`src/rtl/vram_arbiter.sv`:
```
// Single-port video RAM arbiter: the scan-out read path owns the RAM during
// active video; queued pixel writes drain during blanking.
module vram_arbiter #(
  parameter int H_ACTIVE   = 640,
  parameter int V_ACTIVE   = 480,
  parameter int FIFO_DEPTH = 4
) (
  input  logic        pclk,
  input  logic        reset,
  input  logic [9:0]  h_addr,
  input  logic [9:0]  v_addr,
  input  logic        valid,
  input  logic        wr_req,
  input  logic [9:0]  wr_x,
  input  logic [9:0]  wr_y,
  input  logic [11:0] wr_data,
  output logic        wr_ready,
  output logic        wr_drop,
  output logic [2:0]  pending,
  output logic [18:0] mem_addr,
  output logic        mem_we,
  output logic [11:0] mem_wdata,
  input  logic [11:0] mem_rdata,
  output logic [23:0] vga_data,
  output logic [1:0]  fsm_state
);

  // Write handshake: a write transfers on any cycle where wr_req and wr_ready
  // are both high; wr_ready is registered and never looks at wr_req.

  localparam int PW = $clog2(FIFO_DEPTH);
  localparam int CW = PW + 1;
  localparam logic [9:0]    H_LIM = 10'(H_ACTIVE);
  localparam logic [9:0]    V_LIM = 10'(V_ACTIVE);
  localparam logic [CW-1:0] DEPTH = CW'(FIFO_DEPTH);

  typedef enum logic [1:0] {
    IDLE  = 2'd0,
    DISP  = 2'd1,
    DRAIN = 2'd2
  } state_t;

  state_t state;
  state_t state_q;

  logic [30:0]   fifo [FIFO_DEPTH];
  logic [PW-1:0] rd_ptr;
  logic [PW-1:0] wr_ptr;
  logic [CW-1:0] count;
  logic [CW-1:0] count_next;
  logic          accept;
  logic          in_range;
  logic          push;
  logic          pop;
  logic          valid_d1;
  logic          valid_d2;
  logic [11:0]   rgb_q;

  function automatic logic [18:0] map_addr(input logic [9:0] x, input logic [9:0] y);
    return ({9'd0, y} << 9) + ({9'd0, y} << 7) + {9'd0, x};
  endfunction

  assign accept     = wr_req & wr_ready;
  assign in_range   = (wr_x < H_LIM) && (wr_y < V_LIM);
  assign push       = accept & in_range;
  assign count_next = count + CW'(push) - CW'(pop);

  // The mode is chosen from this cycle's inputs so that the display takes the
  // RAM on the very cycle valid rises; state_q records it for observation.
  always_comb begin
    state     = IDLE;
    mem_we    = 1'b0;
    mem_addr  = 19'd0;
    mem_wdata = 12'd0;
    pop       = 1'b0;
    if (reset)           state = IDLE;
    else if (valid)      state = DISP;
    else if (count != 0) state = DRAIN;
    case (state)
      DISP:  mem_addr = map_addr(h_addr, v_addr);
      DRAIN: begin
        mem_we                = 1'b1;
        {mem_addr, mem_wdata} = fifo[rd_ptr];
        pop                   = 1'b1;
      end
      default: ;
    endcase
  end

  always_ff @(posedge pclk) begin
    if (push) fifo[wr_ptr] <= {map_addr(wr_x, wr_y), wr_data};
  end

  always_ff @(posedge pclk) begin
    if (reset) begin
      state_q  <= IDLE;
      rd_ptr   <= '0;
      wr_ptr   <= '0;
      count    <= '0;
      wr_ready <= 1'b0;
      wr_drop  <= 1'b0;
      valid_d1 <= 1'b0;
      valid_d2 <= 1'b0;
      rgb_q    <= 12'd0;
    end else begin
      state_q  <= state;
      if (push) wr_ptr <= wr_ptr + PW'(1);
      if (pop)  rd_ptr <= rd_ptr + PW'(1);
      count    <= count_next;
      wr_ready <= (count_next < DEPTH);
      if (accept && !in_range) wr_drop <= 1'b1;
      valid_d1 <= valid;
      valid_d2 <= valid_d1;
      rgb_q    <= mem_rdata;
    end
  end

  assign pending   = 3'(count);
  assign fsm_state = state_q;
  assign vga_data  = valid_d2 ? {rgb_q[11:8], rgb_q[11:8], rgb_q[7:4], rgb_q[7:4],
                                 rgb_q[3:0], rgb_q[3:0]} : 24'h0;

endmodule

```
`config.mk`:
```
export PLATFORM = sky130hd
export DESIGN_NAME = vram_arbiter
export DESIGN_NICKNAME = d
export VERILOG_FILES = /design/src/rtl/vram_arbiter.sv
export SDC_FILE = /design/constraint.sdc
export NUM_CORES = 1
export LEC_CHECK = 0
export ABC_AREA = 0
export BUFFER_PORTS_ARGS = -buffer_cell sky130_fd_sc_hd__buf_2
export CORE_UTILIZATION = 60
export CTS_CLUSTER_DIAMETER = 80
export CTS_CLUSTER_SIZE = 20
export DETAILED_ROUTE_END_ITERATION = 10
export PLACE_DENSITY_LB_ADDON = 0.2
export SLEW_MARGIN = 20
export SYNTH_ARGS = -nofsm -noshare
export SYNTH_HDL_FRONTEND = slang
export SYNTH_SLANG_ARGS = --single-unit
```
`constraint.sdc`:
```
create_clock -name pclk -period 9.6 [get_ports pclk]
set_input_delay 1.92 -clock pclk [delete_from_list [all_inputs] [get_ports pclk]]
set_output_delay 1.92 -clock pclk [all_outputs]
set_load 0.03 [all_outputs]
```
==> run metrics <==
clock root cell clkbuf_16; Synth cell types ~50; commonest non-fill, non-tap cell in the layout buf_2; fill count between 700 and 800; Area growth syn-to-layout 18.58%; register bit total from synthesis approximately 150; sequential-to-total area share from yosys stat 0.6093; leakage between 3 and 4 nW; Worst Hold Class reg2reg; first-pass GRT wire length just under 20000 µm; R2R Path End pending[2]$_SDFF_PP0_; final hold vios 0; DRT antenna net count 0; DP Worst Slack ~3.4 ns; Syn Inst Count between 400 and 500; Max Freq 161.1 MHz; setup violators final 0; Rows 39; vias in the first global route roughly 4100; GRT Util Overall 0.2225; crit path max fanout 3; Routed wire per std cell around 17 µm; CP max-delay cell fa_1; Sw Pwr between 400 and 500 µW; Clock Sinks around 150; CP top delay family adder cells; fin. max-slew vios 0; Pwr Total between 1.5 and 2 mW; dominant cells by area after synthesis edfxtp_1, mux4_2, ha_1, dfxtp_1, and2_1; WHS roughly 0.45 ns; max_slew headroom 0.4221; worst hold path startpoint valid_d1$_SDFF_PP0_; Horiz. Die Dim ~110 µm; worst-margin pin slew between 0.8 and 0.9 ns; final worst slack approximately 3.4 ns; max-capacitance violation count 0; Cell Area, Synth 6998 µm²; # hold bufs at CTS 0; fin crit share 0.6466; Setup Skew about 0.0077 ns; worst reg-to-reg path cell count 9; FF+latch area 4265 µm²; routed vias/inst roughly 5.6; I/O pin cnt 131; Clk network pwr share 0.370; Internal 1.300 mW; DR iter-0 viols around 190; Critical Path RT around 7.7 ns; Power Dens Cells around 210 nW/µm²; Avg Synthesized Cell Area approximately 15 µm²; total CTS buffers 17; worst hold stages 1; share of cells above drive strength 1 0.3508; die area between 10000 and 15000 µm²; DRC Markers 0; CP endpoint kind output port; status completed; Crit path buffers/inverters 3; switching share of power 0.2682; share of the synthesized area in the top cell type 0.5321; WHS Endpoint valid_d2$_SDFF_PP0_; Setup TNS Final 0 ns; critical path cell sequence buf_2 -> inv_1 -> fa_1 -> fa_1 -> nand2b_1 -> a21oi_2 -> a31oi_1 -> or4_1 -> nand3_1 -> buf_2; CTS tree done; chip height approximately 110 µm; grt ovf 0; initial antenna violation count 0; number of H-tree levels 4; DRT Wirelength 12800 µm; Worst R2R Start pending[0]$_SDFF_PP0_; R2R Setup Slk around 7 ns; largest net degree at the start of global routing 32; Critical Path Max Stage Delay 0.50 ns; sequential share of power 0.427; DP HPWL between 8000 and 9000 µm; syn nets approximately 570; drt pass-1 iters 5; largest area contributor in the netlist edfxtp_1; RSZ-0062 raised after global routing no; Final Critical Period between 6 and 7 ns; ANT cells 0; Core ar. 11370 µm²; Post-CTS Setup Inserts 0; area of the multi-input gates ~2500 µm²; Starting Density 0.6155; IO buf count 130; critical path startpoint category primary input; Max clock buf depth 2; maximum vdd ir drop around 0.00014 V; Layout Utilization 0.7298; Nets 694; Gate power share 0.204; via count 4117; most frequent cells in the layout buf_2, edfxtp_1, ha_1; post-CTS sizing 0; total number of yosys warnings 0; clk slew on worst S/H paths about 0.060 ns; critical path type in2out; Worst Path Arrival 4.29 ns; Worst-Skew Late Latency between 0.4 and 0.5 ns; GP Congestion approximately 0.83
## synth_stat cells, drive strengths merged
cell type  instances
a2111oi            1
ha                44
buf               17
nand3              3
mux4              31
a22o              10
o31ai              2
clkbuf            10
a21o               6
or4                1
o21a               1
nand2b             3
xnor2             11
o21bai             2
mux2i              2
nor4               1
o221ai             1
xor2               6
and2              29
dfxtp             27
o31a               1
a221o              1
inv               17
a31oi              5
nand2             14
nor2b             17
a41oi              1
a21oi             11
edfxtp           124
nor3b              3
nand4              2
a32o               1
nor3               4
a221oi             1
nor2              15
o21ai             15
a211oi             2
fa                 5
and3               5
## flip-flops by register name (all words and copies together) (netlist names), named ones only
signal	count
wr_ready	1
rd_ptr	2
fifo	124
rgb_q	12
fsm_state	2
valid_d2	1
wr_drop	1
wr_ptr	2
valid_d1	1
pending	3
## how the worst max path moves through the flow
stage / start / endpoint / slack, ns / cells past startpoint
global placement: h_addr[9] / mem_addr[16] / 3.44 / 10
floorplan: h_addr[9] / mem_addr[14] / 3.45 / 8
detailed placement: v_addr[0] / mem_addr[16] / 3.40 / 10
global route: h_addr[9] / mem_addr[17] / 3.25 / 11
CTS: v_addr[0] / mem_addr[16] / 3.39 / 10
finish: v_addr[0] / mem_addr[16] / 3.39 / 10
## metrics by stage
| step | cells | area, µm² |
|---|---|---|
| floorplan | 452 | 6998 |
| CTS | 733 | 8298 |
| detailed placement | 701 | 7710 |
| finish | 733 | 8298 |
| global placement | 701 | 7710 |
| global route | 733 | 8298 |
## final cells by class
cell class | count | share of cell area
clock buffers | 21 | 0.05308
clock inverters | 11 | 0.01779
inverters | 17 | 0.007690
multi-input cells | 257 | 0.3047
flip-flops and latches | 151 | 0.5140
well taps | 143 | 0.02156
repair buffers | 133 | 0.08112
## per-layer routing
layer	vias to the layer above	track usage	wire length (µm)
li1	1970	-	-
met1	2021	0.2750	5352
met2	114	0.3835	6701
met5	-	0	0
met4	0	0.08095	171
met3	12	0.05232	570
## cell families after synthesis
group	share of synthesized area
XOR/XNOR	0.02128
adder cells (fa/ha/maj)	0.09297
multiplexers	0.1026
AND/OR/NAND/NOR	0.07742
AO/OA/AOI/OAI	0.06544
buffers and inverters	0.03093
flip-flops	0.6093
## power groups by stage
stage	logic (mW)	clock network, mW	registers (mW)
floorplan	0.248	0	0.787
global placement	0.354	0	0.770
detailed placement	0.362	0	0.772
CTS	0.366	0.667	0.759
global route	0.396	0.692	0.760
finish	0.362	0.657	0.758
(Power assumes the default switching activity.)
